[src/rtl/sram_mem_arbiter_pkg.sv]
// Shared widths, FSM state encoding and owner tags for the SRAM arbiter.
// Imported by the interface, the arbiter top and its testbench.
package sram_mem_arbiter_pkg;

  localparam int PC_BUS   = 16;
  localparam int INST_BUS = 16;
  localparam int DATA_BUS = 16;

  typedef enum logic [2:0] {
    ARB_IDLE     = 3'd0,
    ARB_RD       = 3'd1,
    ARB_WR_SETUP = 3'd2,
    ARB_WR_PULSE = 3'd3,
    ARB_WR_HOLD  = 3'd4,
    ARB_DONE     = 3'd5
  } arb_state_t;

  typedef enum logic {
    OWN_IF  = 1'b0,
    OWN_MEM = 1'b1
  } arb_owner_t;

  // Bits needed to hold a dwell count of n-1 (at least one bit).
  function automatic int cnt_width(input int n);
    return (n <= 2) ? 1 : $clog2(n);
  endfunction

endpackage

[src/rtl/sram_mem_arbiter_if.sv]
// Pipeline-side request/response signals plus the SRAM pin bundle.
// The arbiter takes the slave view; the pipeline/SRAM side takes the master view.
interface sram_mem_arbiter_if;
  import sram_mem_arbiter_pkg::*;

  logic                if_req;
  logic [PC_BUS-1:0]   if_addr;
  logic [INST_BUS-1:0] if_inst;
  logic                if_valid;

  logic                mem_rd;
  logic                mem_wr;
  logic [15:0]         mem_addr;
  logic [DATA_BUS-1:0] mem_wdata;
  logic [DATA_BUS-1:0] mem_rdata;
  logic                mem_done;

  logic                stall_if;
  logic                stall_mem;

  logic [15:0]         sram_addr;
  logic [DATA_BUS-1:0] sram_dout;
  logic                sram_dout_en;
  logic [DATA_BUS-1:0] sram_din;
  logic                sram_ce_n;
  logic                sram_oe_n;
  logic                sram_we_n;

  modport slave (
    input  if_req, if_addr, mem_rd, mem_wr, mem_addr, mem_wdata, sram_din,
    output if_inst, if_valid, mem_rdata, mem_done, stall_if, stall_mem,
    output sram_addr, sram_dout, sram_dout_en, sram_ce_n, sram_oe_n, sram_we_n
  );

  modport master (
    output if_req, if_addr, mem_rd, mem_wr, mem_addr, mem_wdata, sram_din,
    input  if_inst, if_valid, mem_rdata, mem_done, stall_if, stall_mem,
    input  sram_addr, sram_dout, sram_dout_en, sram_ce_n, sram_oe_n, sram_we_n
  );

endinterface

[src/rtl/sram_wait_counter.sv]
// Loadable down-counter timing the RD and WR_PULSE dwell periods.
// Holds at zero; zero_o tells the FSM the dwell has elapsed.
module sram_wait_counter #(
  parameter int WIDTH = 1
) (
  input  logic             clk,
  input  logic             rst,
  input  logic             load_i,
  input  logic [WIDTH-1:0] load_val_i,
  output logic             zero_o
);

  logic [WIDTH-1:0] cnt_q;

  always_ff @(posedge clk or posedge rst) begin
    if (rst) begin
      cnt_q <= '0;
    end else if (load_i) begin
      cnt_q <= load_val_i;
    end else if (cnt_q != '0) begin
      cnt_q <= cnt_q - 1'b1;
    end
  end

  assign zero_o = (cnt_q == '0);

endmodule

[src/rtl/sram_mem_arbiter.sv]
// Arbitrates the single-port SRAM between instruction fetch and the load/store unit.
// MEM (write before read) beats IF; all SRAM strobes and response pulses are registered.
module sram_mem_arbiter #(
  parameter int READ_WAIT = 1,
  parameter int WE_PULSE  = 1
) (
  input  logic               clk,
  input  logic               rst,
  sram_mem_arbiter_if.slave  bus
);
  import sram_mem_arbiter_pkg::*;

  localparam int CNT_MAX = (READ_WAIT > WE_PULSE) ? READ_WAIT : WE_PULSE;
  localparam int CNT_W   = cnt_width(CNT_MAX);
  localparam logic [CNT_W-1:0] RD_LOAD = CNT_W'(READ_WAIT - 1);
  localparam logic [CNT_W-1:0] WE_LOAD = CNT_W'(WE_PULSE - 1);

  arb_state_t          state_q;
  arb_owner_t          owner_q;
  logic [15:0]         addr_q;
  logic [DATA_BUS-1:0] dout_q;
  logic                dout_en_q;
  logic                ce_n_q;
  logic                oe_n_q;
  logic                we_n_q;
  logic [INST_BUS-1:0] if_inst_q;
  logic [DATA_BUS-1:0] mem_rdata_q;
  logic                if_valid_q;
  logic                mem_done_q;

  logic                cnt_load;
  logic [CNT_W-1:0]    cnt_load_val;
  logic                cnt_zero;

  // Reloading every IDLE cycle is harmless and arms the read dwell at the grant edge.
  assign cnt_load     = (state_q == ARB_IDLE) || (state_q == ARB_WR_SETUP);
  assign cnt_load_val = (state_q == ARB_IDLE) ? RD_LOAD : WE_LOAD;

  sram_wait_counter #(
    .WIDTH (CNT_W)
  ) u_wait_counter (
    .clk        (clk),
    .rst        (rst),
    .load_i     (cnt_load),
    .load_val_i (cnt_load_val),
    .zero_o     (cnt_zero)
  );

  always_ff @(posedge clk or posedge rst) begin
    if (rst) begin
      state_q     <= ARB_IDLE;
      owner_q     <= OWN_IF;
      addr_q      <= '0;
      dout_q      <= '0;
      dout_en_q   <= 1'b0;
      ce_n_q      <= 1'b1;
      oe_n_q      <= 1'b1;
      we_n_q      <= 1'b1;
      if_inst_q   <= '0;
      mem_rdata_q <= '0;
      if_valid_q  <= 1'b0;
      mem_done_q  <= 1'b0;
    end else begin
      if_valid_q <= 1'b0;
      mem_done_q <= 1'b0;
      case (state_q)
        ARB_IDLE: begin
          // mem_wr is checked first, so rd&wr together runs as a write.
          if (bus.mem_wr) begin
            owner_q   <= OWN_MEM;
            addr_q    <= bus.mem_addr;
            dout_q    <= bus.mem_wdata;
            ce_n_q    <= 1'b0;
            dout_en_q <= 1'b1;
            state_q   <= ARB_WR_SETUP;
          end else if (bus.mem_rd) begin
            owner_q <= OWN_MEM;
            addr_q  <= bus.mem_addr;
            ce_n_q  <= 1'b0;
            oe_n_q  <= 1'b0;
            state_q <= ARB_RD;
          end else if (bus.if_req) begin
            owner_q <= OWN_IF;
            addr_q  <= bus.if_addr;
            ce_n_q  <= 1'b0;
            oe_n_q  <= 1'b0;
            state_q <= ARB_RD;
          end
        end
        ARB_RD: begin
          if (cnt_zero) begin
            if (owner_q == OWN_IF) begin
              if_inst_q  <= bus.sram_din;
              if_valid_q <= 1'b1;
            end else begin
              mem_rdata_q <= bus.sram_din;
              mem_done_q  <= 1'b1;
            end
            ce_n_q  <= 1'b1;
            oe_n_q  <= 1'b1;
            state_q <= ARB_DONE;
          end
        end
        ARB_WR_SETUP: begin
          we_n_q  <= 1'b0;
          state_q <= ARB_WR_PULSE;
        end
        ARB_WR_PULSE: begin
          if (cnt_zero) begin
            we_n_q  <= 1'b1;
            state_q <= ARB_WR_HOLD;
          end
        end
        ARB_WR_HOLD: begin
          ce_n_q     <= 1'b1;
          dout_en_q  <= 1'b0;
          mem_done_q <= 1'b1;
          state_q    <= ARB_DONE;
        end
        ARB_DONE: begin
          state_q <= ARB_IDLE;
        end
        default: begin
          state_q <= ARB_IDLE;
        end
      endcase
    end
  end

  assign bus.sram_addr    = addr_q;
  assign bus.sram_dout    = dout_q;
  assign bus.sram_dout_en = dout_en_q;
  assign bus.sram_ce_n    = ce_n_q;
  assign bus.sram_oe_n    = oe_n_q;
  assign bus.sram_we_n    = we_n_q;
  assign bus.if_inst      = if_inst_q;
  assign bus.if_valid     = if_valid_q;
  assign bus.mem_rdata    = mem_rdata_q;
  assign bus.mem_done     = mem_done_q;
  assign bus.stall_if     = bus.if_req & ~if_valid_q;
  assign bus.stall_mem    = (bus.mem_rd | bus.mem_wr) & ~mem_done_q;

endmodule
[src/flat_wrapper.sv]
// flat-port wrapper written by rule: the top's interface ports become plain ports
module sram_mem_arbiter_flat import sram_mem_arbiter_pkg::*;
#(
  parameter int READ_WAIT = 1,
  parameter int WE_PULSE  = 1
)
  (clk, rst, bus_if_req, bus_if_addr, bus_mem_rd, bus_mem_wr, bus_mem_addr, bus_mem_wdata, bus_sram_din, bus_if_inst, bus_if_valid, bus_mem_rdata, bus_mem_done, bus_stall_if, bus_stall_mem, bus_sram_addr, bus_sram_dout, bus_sram_dout_en, bus_sram_ce_n, bus_sram_oe_n, bus_sram_we_n);
  sram_mem_arbiter_if bus_i ();
  input  logic clk;
  input  logic rst;
  input wire logic [$bits(bus_i.if_req)-1:0] bus_if_req;
  input wire logic [$bits(bus_i.if_addr)-1:0] bus_if_addr;
  input wire logic [$bits(bus_i.mem_rd)-1:0] bus_mem_rd;
  input wire logic [$bits(bus_i.mem_wr)-1:0] bus_mem_wr;
  input wire logic [$bits(bus_i.mem_addr)-1:0] bus_mem_addr;
  input wire logic [$bits(bus_i.mem_wdata)-1:0] bus_mem_wdata;
  input wire logic [$bits(bus_i.sram_din)-1:0] bus_sram_din;
  output wire logic [$bits(bus_i.if_inst)-1:0] bus_if_inst;
  output wire logic [$bits(bus_i.if_valid)-1:0] bus_if_valid;
  output wire logic [$bits(bus_i.mem_rdata)-1:0] bus_mem_rdata;
  output wire logic [$bits(bus_i.mem_done)-1:0] bus_mem_done;
  output wire logic [$bits(bus_i.stall_if)-1:0] bus_stall_if;
  output wire logic [$bits(bus_i.stall_mem)-1:0] bus_stall_mem;
  output wire logic [$bits(bus_i.sram_addr)-1:0] bus_sram_addr;
  output wire logic [$bits(bus_i.sram_dout)-1:0] bus_sram_dout;
  output wire logic [$bits(bus_i.sram_dout_en)-1:0] bus_sram_dout_en;
  output wire logic [$bits(bus_i.sram_ce_n)-1:0] bus_sram_ce_n;
  output wire logic [$bits(bus_i.sram_oe_n)-1:0] bus_sram_oe_n;
  output wire logic [$bits(bus_i.sram_we_n)-1:0] bus_sram_we_n;
  assign bus_i.if_req = bus_if_req;
  assign bus_i.if_addr = bus_if_addr;
  assign bus_i.mem_rd = bus_mem_rd;
  assign bus_i.mem_wr = bus_mem_wr;
  assign bus_i.mem_addr = bus_mem_addr;
  assign bus_i.mem_wdata = bus_mem_wdata;
  assign bus_i.sram_din = bus_sram_din;
  assign bus_if_inst = bus_i.if_inst;
  assign bus_if_valid = bus_i.if_valid;
  assign bus_mem_rdata = bus_i.mem_rdata;
  assign bus_mem_done = bus_i.mem_done;
  assign bus_stall_if = bus_i.stall_if;
  assign bus_stall_mem = bus_i.stall_mem;
  assign bus_sram_addr = bus_i.sram_addr;
  assign bus_sram_dout = bus_i.sram_dout;
  assign bus_sram_dout_en = bus_i.sram_dout_en;
  assign bus_sram_ce_n = bus_i.sram_ce_n;
  assign bus_sram_oe_n = bus_i.sram_oe_n;
  assign bus_sram_we_n = bus_i.sram_we_n;
  sram_mem_arbiter #(.READ_WAIT(READ_WAIT), .WE_PULSE(WE_PULSE)) u_core (.clk(clk), .rst(rst), .bus(bus_i));
endmodule
[config.mk]
export PLATFORM = sky130hd
export DESIGN_NAME = sram_mem_arbiter_flat
export DESIGN_NICKNAME = d
export VERILOG_FILES = /design/src/rtl/sram_mem_arbiter_pkg.sv /design/src/rtl/sram_mem_arbiter_if.sv /design/src/rtl/sram_wait_counter.sv /design/src/rtl/sram_mem_arbiter.sv /design/src/flat_wrapper.sv
export SDC_FILE = /design/constraint.sdc
export NUM_CORES = 1
export LEC_CHECK = 0
export CAP_MARGIN = 10
export CORE_MARGIN = 2
export CORE_UTILIZATION = 45
export DETAILED_ROUTE_END_ITERATION = 12
export GPL_TIMING_DRIVEN = 0
export PLACE_DENSITY_LB_ADDON = 0.25
export SYNTH_ARGS = -nofsm -noshare
export SYNTH_HDL_FRONTEND = slang
export SYNTH_SLANG_ARGS = --single-unit
[constraint.sdc]
create_clock -name clk -period 5.4 [get_ports clk]
set_input_delay 0.54 -clock clk [delete_from_list [all_inputs] [get_ports clk]]
set_output_delay 0.54 -clock clk [all_outputs]
set_load 0.01 [all_outputs]
==> impl_metrics.tcl <==
set metrics [dict create \
    insertion_delay_ns 0.34 \
    cp-start-kind "input port" \
    cap_violations 0 \
    die-width_um 87.5 \
    fin_skew_ns 0.00531 \
    avgSynthCellArea_um2 15.9 \
    cts_max_path_buffers 2 \
    worstReg2RegEnd "u_core.bus.mem_rdata[9]$_DFFE_PP0P_" \
    min_period_ns 2.41 \
    antenna_found_initial 0 \
    ys_types 30 \
    cts-htree-levels 3 \
    path_clk_slew_ns 0.08 \
    holdBufCountCts 0 \
    cts_buffers 9 \
    worst_slew_pin_slew_ns 0.472 \
    p_per_area_mw_per_mm2 605 \
    r2r_start "u_core.state_q[2]$_DFFE_PP0P_" \
    endpoint_kind "output port" \
    relSlewSlack 0.685 \
    via_per_inst 4.93 \
    crit_path_end "bus_stall_mem" \
    fill_cells 479 \
    total_leakage_power_nw 2.07 \
    synth-seq-cells 74 \
    yosysTopAreaCellShare 0.567 \
    vdd_drop_max_v 0.000346 \
    status "complete, no violations" \
    dieArea_mm2 0.00765 \
    slew_viol_final 0 \
    crit_path_max_incr_delay_ns 0.58 \
    fin_crit_sh 0.446 \
    cp.required_ns 4.86 \
    synthTopCellsByCount "72 x mux2_2, 71 x dfrtp_1, 9 x mux2_4" \
    post_cts_buffers 0 \
    drive_gt1_frac 0.333 \
    path_delay_family "buffers and inverters" \
    path_cells "clkdlybuf4s50_1, nor2_1, nor2_1, clkdlybuf4s50_1" \
    synth_nets 266 \
    startpoint "bus_mem_wr" \
    grt_usage 0.186 \
    synth_flop_cell "dfrtp_1" \
    r2r_cells 5 \
    routabilityCongestion 0.686 \
    grt_pass1_vias 2219 \
    dp_hpwl_um 5060 \
    finalHoldViolations 0 \
    yosysMostFrequentCell "mux2_2" \
    overflow 0 \
    fp.dieH_um 87.5 \
    finalPower_mw 3.00 \
    crit_cells 4 \
    cp_max_fo 6 \
    root_buffer "clkbuf_8" \
    drt_iter0_markers 53 \
    postRouteAntennaNets 0 \
    totalWireLength_um 7000 \
    portBuffers 140 \
    synth_edf_count 0 \
    rows 30 \
    cts.sinks 74 \
    slowest_stage "clkdlybuf4s50_1" \
    routed-via-count 2138 \
    crit_buf_inv 2 \
    diodes 0 \
    io_pins 141 \
    drc_errors 0 \
    coreArea_mm2 0.00676 \
    async_flop_share 1.00 \
    fin_nets 418 \
    worst_hold_path_type "in2async" \
    first_pass_iters 4 \
    netlist_area_mm2 0.00313 \
    area_growth_pct 58.0 \
    synth_top_area_cell "dfrtp_1" \
    setup_violations 0 \
    seq_area_frac_synth 0.592 \
    synth_area_leaders "dfrtp_1 57%, mux2_2 26%, mux2_4 4.3%" \
    r2r_setup_slack_ns 3.49 \
    cts_tree "yes" \
    grt_max_degree 74 \
    cts-resized-gates 0 \
    clock.fmax_ghz 0.415 \
    worstSetupPathType "in2out" \
    wl_per_cell_um 16.1 \
    postSynthCellCount 197 \
    initial_utilization 0.464 \
    tns_ns 0 \
    critPathArrivalTime_ns 1.87 \
    ys_warn_count 0 \
    rsz0062_at_grt "no" \
    grt_pass1_wl_um 10700 \
]
[how the worst min path moves through the flow]
stage / end / slack (ns)
after global routing: u_core.bus.sram_addr[3]$_DFFE_PP0P_ / 0.40
after global placement: u_core.bus.sram_ce_n$_DFFE_PP1P_ / 0.47
after detailed placement: u_core.bus.sram_ce_n$_DFFE_PP1P_ / 0.48
after floorplan: u_core.bus.sram_ce_n$_DFFE_PP1P_ / 0.49
final: u_core.bus.sram_addr[3]$_DFFE_PP0P_ / 0.40
after CTS: u_core.bus.sram_addr[3]$_DFFE_PP0P_ / 0.39
[kinds of logic after synthesis]
group,share of synthesized area
AO/OA/AOI/OAI,0.0236
adder cells (fa/ha/maj),0.00319
buffers and inverters,0.0383
flip-flops,0.592
multiplexers,0.302
AND/OR/NAND/NOR,0.0411
[worst reg2reg max path: cells and delay by family, from the launching register on]
family | cells | cell delay, ns
buf+inv | 2 | 0.42
flops | 1 | 0.37
mux | 1 | 0.35
simple gates | 2 | 0.66
[state kept, by name, indices dropped and copies added (netlist names)]
signal / flops
u_core.bus.if_inst: 16
u_core.bus.if_valid: 1
u_core.bus.mem_done: 1
u_core.bus.mem_rdata: 16
u_core.bus.sram_addr: 16
u_core.bus.sram_ce_n: 1
u_core.bus.sram_dout: 16
u_core.bus.sram_dout_en: 1
u_core.bus.sram_oe_n: 1
u_core.bus.sram_we_n: 1
u_core.owner_q: 1
u_core.state_q: 3
[through the flow]
| step | cell area, um^2 | util | worst slack (ns) | cells | hold WS, ns |
|---|---|---|---|---|---|
| final | 4950 | 0.733 | 2.99 | 434 | 0.400 |
| after global routing | 4950 | 0.733 | 2.92 | 434 | 0.395 |
| after CTS | 4950 | 0.733 | 2.99 | 434 | 0.394 |
| after detailed placement | 4670 | 0.691 | 3.00 | 418 | 0.481 |
| after global placement | 4640 | 0.686 | 1.76 | 417 | 0.474 |
| after floorplan | 3130 | - | 2.98 | 197 | 0.486 |
[routing by layer]
layer	up-vias	GRT usage	routed length [um]
li1	1003	-	-
met1	1034	0.241	3000
met2	92	0.284	3210
met3	9	0.0597	665
met4	0	0.0839	127
met5	-	0	0
[layout make-up]
type,count,area (um^2),share of cell area
multi-input cells,110,1160,0.234
clock inverters,4,120,0.0243
well taps,80,100,0.0202
clock buffers,12,165,0.0334
plain buffers,11,113,0.0227
repair buffers,141,1430,0.289
flip-flops and latches,74,1860,0.375
inverters,2,10.0,0.00202
[cell usage in the layout (no fill, tap or decap)]
cell type / count
a21o_1: 1
a21oi_1: 4
a22o_1: 1
and2_2: 1
buf_12: 1
buf_16: 1
buf_2: 2
buf_4: 1
buf_6: 5
bufinv_16: 4
clkbuf_2: 1
clkbuf_8: 13
clkdlybuf4s50_1: 140
dfrtp_1: 71
dfstp_2: 3
inv_1: 1
inv_4: 1
maj3_1: 1
mux2_2: 72
mux2_4: 9
nand2_1: 1
nand2b_1: 2
nand2b_4: 1
nand3b_1: 1
nor2_1: 4
nor2b_1: 1
nor3_1: 1
nor3_4: 2
nor3b_4: 1
o21a_1: 1
o21ai_0: 3
o21bai_1: 1
o31ai_1: 1
or2_0: 1
[power by group]
group,internal [mW],total (mW),switching (mW)
clock network,0.392,0.592,0.200
logic,0.901,1.41,0.512
registers,0.847,0.992,0.145
No activity file was read; power rests on OpenSTA's default activity.
